## src/rtl/mips_pkg.sv

```systemverilog
// Shared encodings for the MIPS multicycle controller: FSM states, opcodes and
// the control bundle that the output decoder drives.
package mips_pkg;

  typedef enum logic [3:0] {
    S_FETCH  = 4'd0,
    S_DECODE = 4'd1,
    S_MEMADR = 4'd2,
    S_MEMRD  = 4'd3,
    S_MEMWB  = 4'd4,
    S_MEMWR  = 4'd5,
    S_EXEC   = 4'd6,
    S_RWB    = 4'd7,
    S_IEXEC  = 4'd8,
    S_IWB    = 4'd9,
    S_BRANCH = 4'd10,
    S_JUMP   = 4'd11,
    S_HALT   = 4'd12
  } state_t;

  localparam logic [5:0] OP_RTYPE = 6'b000000;
  localparam logic [5:0] OP_J     = 6'b000010;
  localparam logic [5:0] OP_BEQ   = 6'b000100;
  localparam logic [5:0] OP_BNE   = 6'b000101;
  localparam logic [5:0] OP_ADDI  = 6'b001000;
  localparam logic [5:0] OP_LW    = 6'b100011;
  localparam logic [5:0] OP_SW    = 6'b101011;

  typedef struct packed {
    logic       pc_write;
    logic       pc_write_cond;
    logic       branch_ne;
    logic       iord;
    logic       mem_read;
    logic       mem_write;
    logic       ir_write;
    logic       mem_to_reg;
    logic       reg_dst;
    logic       reg_write;
    logic       alu_src_a;
    logic [1:0] alu_op;
    logic [1:0] alu_src_b;
    logic [1:0] pc_source;
    logic       halted;
  } ctrl_t;

endpackage

```

## src/rtl/mc_outdec.sv

```systemverilog
// Combinational state-to-control decode; outputs are Moore except the
// FETCH IRWrite/PCWrite strobes, which follow mem_ready in the same cycle.
module mc_outdec
  import mips_pkg::*;
(
  input  state_t i_state,
  input  logic   i_mem_ready,
  input  logic   i_is_bne,
  output ctrl_t  o_ctrl
);

  always_comb begin
    o_ctrl = '0;
    case (i_state)
      S_FETCH: begin
        o_ctrl.mem_read  = 1'b1;
        o_ctrl.alu_src_b = 2'b01;
        o_ctrl.ir_write  = i_mem_ready;
        o_ctrl.pc_write  = i_mem_ready;
      end
      S_DECODE: begin
        o_ctrl.alu_src_b = 2'b11;
      end
      S_MEMADR: begin
        o_ctrl.alu_src_a = 1'b1;
        o_ctrl.alu_src_b = 2'b10;
      end
      S_MEMRD: begin
        o_ctrl.mem_read = 1'b1;
        o_ctrl.iord     = 1'b1;
      end
      S_MEMWB: begin
        o_ctrl.reg_write  = 1'b1;
        o_ctrl.mem_to_reg = 1'b1;
      end
      S_MEMWR: begin
        o_ctrl.mem_write = 1'b1;
        o_ctrl.iord      = 1'b1;
      end
      S_EXEC: begin
        o_ctrl.alu_src_a = 1'b1;
        o_ctrl.alu_op    = 2'b10;
      end
      S_RWB: begin
        o_ctrl.reg_write = 1'b1;
        o_ctrl.reg_dst   = 1'b1;
      end
      S_IEXEC: begin
        o_ctrl.alu_src_a = 1'b1;
        o_ctrl.alu_src_b = 2'b10;
      end
      S_IWB: begin
        o_ctrl.reg_write = 1'b1;
      end
      S_BRANCH: begin
        o_ctrl.alu_src_a     = 1'b1;
        o_ctrl.alu_op        = 2'b01;
        o_ctrl.pc_write_cond = 1'b1;
        o_ctrl.pc_source     = 2'b01;
        o_ctrl.branch_ne     = i_is_bne;
      end
      S_JUMP: begin
        o_ctrl.pc_write  = 1'b1;
        o_ctrl.pc_source = 2'b10;
      end
      S_HALT: begin
        o_ctrl.halted = 1'b1;
      end
      default: o_ctrl = '0;
    endcase
  end

endmodule

```

## src/rtl/multicycle_ctrl.sv

```systemverilog
// MIPS multicycle control FSM: one state per cycle, MEMRD/MEMWR/FETCH stall
// until mem_ready; opcode is captured in DECODE and held for later states.
module multicycle_ctrl
  import mips_pkg::*;
#(
  parameter int HALT_ON_ILLEGAL = 1
) (
  input  logic       clock,
  input  logic       reset,
  input  logic [5:0] opcode,
  input  logic       mem_ready,
  output logic       PCWrite,
  output logic       PCWriteCond,
  output logic       BranchNe,
  output logic       IorD,
  output logic       MemRead,
  output logic       MemWrite,
  output logic       IRWrite,
  output logic       MemtoReg,
  output logic       RegDst,
  output logic       RegWrite,
  output logic       ALUSrcA,
  output logic [1:0] ALUOp,
  output logic [1:0] ALUSrcB,
  output logic [1:0] PCSource,
  output logic [3:0] state,
  output logic       halted
);

  state_t     r_state;
  state_t     w_next_state;
  logic [5:0] r_opcode;
  ctrl_t      w_ctrl;

  always_ff @(posedge clock) begin
    if (reset) begin
      r_state  <= S_FETCH;
      r_opcode <= OP_RTYPE;
    end else begin
      r_state <= w_next_state;
      if (r_state == S_DECODE) begin
        r_opcode <= opcode;
      end
    end
  end

  always_comb begin
    w_next_state = r_state;
    case (r_state)
      S_FETCH:  w_next_state = mem_ready ? S_DECODE : S_FETCH;
      S_DECODE: begin
        case (opcode)
          OP_LW, OP_SW:   w_next_state = S_MEMADR;
          OP_RTYPE:       w_next_state = S_EXEC;
          OP_ADDI:        w_next_state = S_IEXEC;
          OP_BEQ, OP_BNE: w_next_state = S_BRANCH;
          OP_J:           w_next_state = S_JUMP;
          default:        w_next_state = (HALT_ON_ILLEGAL != 0) ? S_HALT : S_FETCH;
        endcase
      end
      // r_opcode already holds the DECODE-cycle opcode here
      S_MEMADR: w_next_state = (r_opcode == OP_SW) ? S_MEMWR : S_MEMRD;
      S_MEMRD:  w_next_state = mem_ready ? S_MEMWB : S_MEMRD;
      S_MEMWB:  w_next_state = S_FETCH;
      S_MEMWR:  w_next_state = mem_ready ? S_FETCH : S_MEMWR;
      S_EXEC:   w_next_state = S_RWB;
      S_RWB:    w_next_state = S_FETCH;
      S_IEXEC:  w_next_state = S_IWB;
      S_IWB:    w_next_state = S_FETCH;
      S_BRANCH: w_next_state = S_FETCH;
      S_JUMP:   w_next_state = S_FETCH;
      S_HALT:   w_next_state = S_HALT;
      default:  w_next_state = S_FETCH;
    endcase
  end

  mc_outdec u_outdec (
    .i_state     (r_state),
    .i_mem_ready (mem_ready),
    .i_is_bne    (r_opcode == OP_BNE),
    .o_ctrl      (w_ctrl)
  );

  // Architectural write strobes are suppressed while reset is held so a
  // stale state cannot commit anything during the reset cycle.
  assign PCWrite     = w_ctrl.pc_write  & ~reset;
  assign IRWrite     = w_ctrl.ir_write  & ~reset;
  assign MemWrite    = w_ctrl.mem_write & ~reset;
  assign RegWrite    = w_ctrl.reg_write & ~reset;
  assign PCWriteCond = w_ctrl.pc_write_cond;
  assign BranchNe    = w_ctrl.branch_ne;
  assign IorD        = w_ctrl.iord;
  assign MemRead     = w_ctrl.mem_read;
  assign MemtoReg    = w_ctrl.mem_to_reg;
  assign RegDst      = w_ctrl.reg_dst;
  assign ALUSrcA     = w_ctrl.alu_src_a;
  assign ALUOp       = w_ctrl.alu_op;
  assign ALUSrcB     = w_ctrl.alu_src_b;
  assign PCSource    = w_ctrl.pc_source;
  assign halted      = w_ctrl.halted;
  assign state       = r_state;

endmodule

```

## config.mk

```make
export PLATFORM = sky130hd
export DESIGN_NAME = multicycle_ctrl
export DESIGN_NICKNAME = d
export VERILOG_FILES = /design/src/rtl/mips_pkg.sv /design/src/rtl/mc_outdec.sv /design/src/rtl/multicycle_ctrl.sv
export SDC_FILE = /design/constraint.sdc
export NUM_CORES = 1
export LEC_CHECK = 0
export ABC_CLOCK_PERIOD_IN_PS = 3000
export CAP_MARGIN = 5
export CORE_MARGIN = 8
export CORE_UTILIZATION = 48
export DETAILED_ROUTE_END_ITERATION = 10
export MAX_ROUTING_LAYER = met4
export PLACE_DENSITY = 0.8
export SETUP_SLACK_MARGIN = 0.3
export SLEW_MARGIN = 25
export SYNTH_ARGS = -nofsm -noshare
export SYNTH_HDL_FRONTEND = slang
export SYNTH_HIERARCHICAL = 1
export SYNTH_SLANG_ARGS = --single-unit
```

## constraint.sdc

```tcl
create_clock -name clock -period 3 [get_ports clock]
set_input_delay 0.45 -clock clock [delete_from_list [all_inputs] [get_ports clock]]
set_output_delay 0.45 -clock clock [all_outputs]
set_load 0.01 [all_outputs]
```

==> qor.yml <==
synth:
  synthCells: 118
  synthXorXnorAreaFrac_pct: 4.72
  yosys-mux-area-fraction_pct: 6.48
  synth_sequential_area_ratio_pct: 21.6
  synth_top_family_by_area: "simple AND/OR/NAND/NOR gates"
  synth.avg_cell_area_um2: 7.86
  synth_fa_ha_area_share_pct: 0
  mappedNetlistArea_um2: 927
  synthesis.yosys.warnings: 6
  synth_cell_type_count: 41
  synth-edff-count: 0
  synth-seq-cells: 10
  synthSimpleGateAreaFrac_pct: 42.6
  asyncSetResetFlopFracSynth_pct: 0
  postSynthNetCount: 127
  yosys_most_used_dff: "sky130_fd_sc_hd__dfxtp_1"
  post_synthesis_compound_gate_area_fraction_pct: 15.1
worst_setup_path:
  cp_slowest_cell: "sky130_fd_sc_hd__or4b_1"
  cp-end-kind: "primary output"
  crit_path_cell_trace: "or4b_1 -> o211ai_1 -> nor2b_1 -> clkdlybuf4s50_1"
  rr_worst_depth: 4
  regToRegStartpoint: "state[0]"
  arrival_ns: 2.14
  critPathMaxStageDelay_ns: 0.61
  timing.critical_path.to: "RegWrite"
  worstReg2RegEnd: "state[1]"
  type_of_element_launching_the_critical_path: "flip-flop"
  r2r_slack_ns: 0.98
  critical_path_required_ns: 2.55
  worst_setup_startpoint: "state[0]"
  timing_worst_setup_path_type: "flip-flop to primary output"
  critical_path.max_fanout: 16
timing:
  worstMarginPinSlew_ns: 0.614
  finalHoldViolCount: 0
  min_period_ns: 2.59
  setup_viol: 0
  grt_setup_unrepaired: "false"
  maximum_frequency_from_static_timing_analysis_mhz: 386
  skew_ns: 0.00357
  final.period_utilization_pct: 86.3
  setup_slack_ns: 0.410
  max_slew_margin_pct: 58.8
  final_max_slew_viol_count: 0
  post_route_setup_tns_ns: 0
clocking:
  cts_sinks: 10
  tritoncts: "done"
  numCtsBuffers: 3
  clk_pin_slew_worst_paths_ns: 0.06
  cts_max_path_buffers: 2
  root_buffer: "sky130_fd_sc_hd__clkbuf_4"
  htreeDepth: 1
  worstSkewPairLatency_ns: 0.26
run:
  max_cap_violations: 0
power_and_ir_drop:
  power_density_of_the_placed_cells_mw_per_mm2: 737
  p_sw_share_pct: 41.1
  power.share.sequential_pct: 26.1
  p_switching_w: 0.000376
  leakagePower_nw: 0.426
  cell_internal_pwr_w: 0.000539
  max-vdd-ir-drop_mv: 0.596
  clock_power_share_pct: 9.9
  power.combinational.fraction_pct: 64.1
die:
  die_width_um: 60.0
  die_h_um: 60.0
  initial_utilization_pct: 49.3
  core_mm2: 0.00188
  fp.dieArea_mm2: 0.00359
  design.portCount: 31
  std_cell_rows: 16
routing:
  via_per_inst: 5.50
  avgRoutedWirePerCell_um: 13.4
  post_route_ant_nets: 0
  num_vias: 946
  dr.pass1.iters: 5
  initialDrtViolationCount: 16
  detail_route.wirelength_um: 2300
  drc_errors_left: 0
final_layout:
  layout-area-overhead-vs-synth_pct: 33.9
  number_of_inserted_diodes: 0
  final_layout_size_suffix_gt1_share_pct: 10.3
  fin_nets: 156
grt:
  grt-ovfl-total: 0
  maximum_number_of_pins_on_one_net_before_global_route_repair: 17
  globalRouteTotalUtil_pct: 13.6
  grt_pass1_vias: 905
  number_of_antenna_violations_at_the_first_check_in_global_routing: 0
  first_pass_grt_wire_length_um: 3780
place:
  numPortBuffers: 30
  gp_congestion: 0.891
  detailed_place_hpwl_um: 1790
  detailedPlace.worstSlack_ns: 0.258
run_status:
  result_of_the_run: "finished clean"
min_path:
  timing.hold.worst.class: "flip-flop to flip-flop"
-- sequential cells by signal (all words and copies together), names as in the netlist --
register	flops
r_opcode	6
state	4
-- synthesized netlist by cell type, types with 2 or more instances --
cell                       number  area share, %
sky130_fd_sc_hd__mux2i_1        6            6.5
sky130_fd_sc_hd__nor3_1         7            3.8
sky130_fd_sc_hd__nor4bb_1       2            2.2
sky130_fd_sc_hd__nor3b_1        5            4.0
sky130_fd_sc_hd__nor2b_1        8            5.4
sky130_fd_sc_hd__nor2_1        13            5.3
sky130_fd_sc_hd__buf_6          3            3.6
sky130_fd_sc_hd__buf_2          4            2.2
sky130_fd_sc_hd__xor2_1         3            2.8
sky130_fd_sc_hd__inv_1          4            1.6
sky130_fd_sc_hd__nand2_1        5            2.0
sky130_fd_sc_hd__nor4_1         3            2.0
sky130_fd_sc_hd__xnor2_1        2            1.9
sky130_fd_sc_hd__nand2b_1       4            2.7
sky130_fd_sc_hd__or4b_1         3            3.2
sky130_fd_sc_hd__a31oi_1        3            2.0
sky130_fd_sc_hd__dfxtp_1       10             22
sky130_fd_sc_hd__a21oi_1        4            2.2
sky130_fd_sc_hd__and2_1         2            1.3
sky130_fd_sc_hd__buf_4          2            1.6
sky130_fd_sc_hd__o21ai_0        5            2.7
-- through the flow --
step	hold slack [ns]	cells	cell area [µm²]	utilization (%)	power (W)
after CTS	0.496	172	1240	65.9	0.000922
final	0.488	172	1240	66.0	0.000915
after detailed placement	0.482	169	1220	64.8	0.000832
after global placement	0.469	169	1220	64.8	0.000811
after global routing	0.518	172	1240	66.0	0.000988
after floorplan	0.451	118	927	-	0.000624
-- repair_timing --
action	CTS	global route
cloned	0	0
hold buffers	0	0
buffers inserted	0	0
endpoints found under the setup margin	1	1
gates resized for setup	1	1
endpoints found under the hold margin	0	0
-- layer usage --
metal	track usage (%)	wire [µm]	up-vias
li1	-	-	481
met1	14.7	1030	445
met2	24.5	1180	18
met3	1.72	84	2
met4	5.44	8	0
met5	-	0	-
-- power groups by stage --
| stage | Clock, W | Sequential, W | Combinational [W] |
|---|---|---|---|
| 6_report | 0.0000903 | 0.000239 | 0.000586 |
| 5_1_grt | 0.0000999 | 0.000247 | 0.000640 |
| 4_1_cts | 0.0000930 | 0.000236 | 0.000593 |
| 3_5_place_dp | 0 | 0.000239 | 0.000593 |
| 3_3_place_gp | 0 | 0.000236 | 0.000574 |
| 2_1_floorplan | 0 | 0.000215 | 0.000409 |
-- cell families (layout without fill, tap and decap cells) --
family | after synthesis | in the layout
AND/OR/NAND/NOR | 62 | 62
AO/OA/AOI/OAI | 21 | 21
buffers and inverters | 14 | 41
flip-flops | 10 | 10
multiplexers | 6 | 6
XOR/XNOR | 5 | 5
-- layout make-up --
cell class	instances	area (µm²)
clock buffer	3	22.5
fill	195	641
inverter	4	15.0
multi-input combinational	94	639
sequential	10	201
tap	27	33.8
timing repair buffer	34	329
-- layout by cell type, fill, tap and decap left out, types with 4 or more instances in the layout --
cell type / n
sky130_fd_sc_hd__a21oi_1: 4
sky130_fd_sc_hd__buf_4: 4
sky130_fd_sc_hd__clkdlybuf4s50_1: 29
sky130_fd_sc_hd__dfxtp_1: 9
sky130_fd_sc_hd__inv_1: 4
sky130_fd_sc_hd__mux2i_1: 6
sky130_fd_sc_hd__nand2_1: 5
sky130_fd_sc_hd__nand2b_1: 4
sky130_fd_sc_hd__nor2_1: 13
sky130_fd_sc_hd__nor2b_1: 8
sky130_fd_sc_hd__nor3_1: 7
sky130_fd_sc_hd__nor3b_1: 5
sky130_fd_sc_hd__o21ai_0: 5
-- worst min path at each step --
stage / slack, ns / cells after the start / to / start
CTS: 0.50 / 2 / r_opcode[4] / r_opcode[4]
finish: 0.49 / 2 / r_opcode[4] / r_opcode[4]
global route: 0.52 / 2 / r_opcode[4] / r_opcode[4]
floorplan: 0.45 / 2 / r_opcode[4] / r_opcode[4]
detailed placement: 0.48 / 2 / r_opcode[4] / r_opcode[4]
global placement: 0.47 / 2 / r_opcode[4] / r_opcode[4]
-- critical path, delay by kind of cell (launching register included) --
kind | cells | cell delay [ns]
flip-flops | 1 | 0.45
AND/OR/NAND/NOR | 2 | 0.76
AO/OA/AOI/OAI | 1 | 0.11
buffers and inverters | 1 | 0.55
No activity file was read; power rests on OpenSTA's default activity.
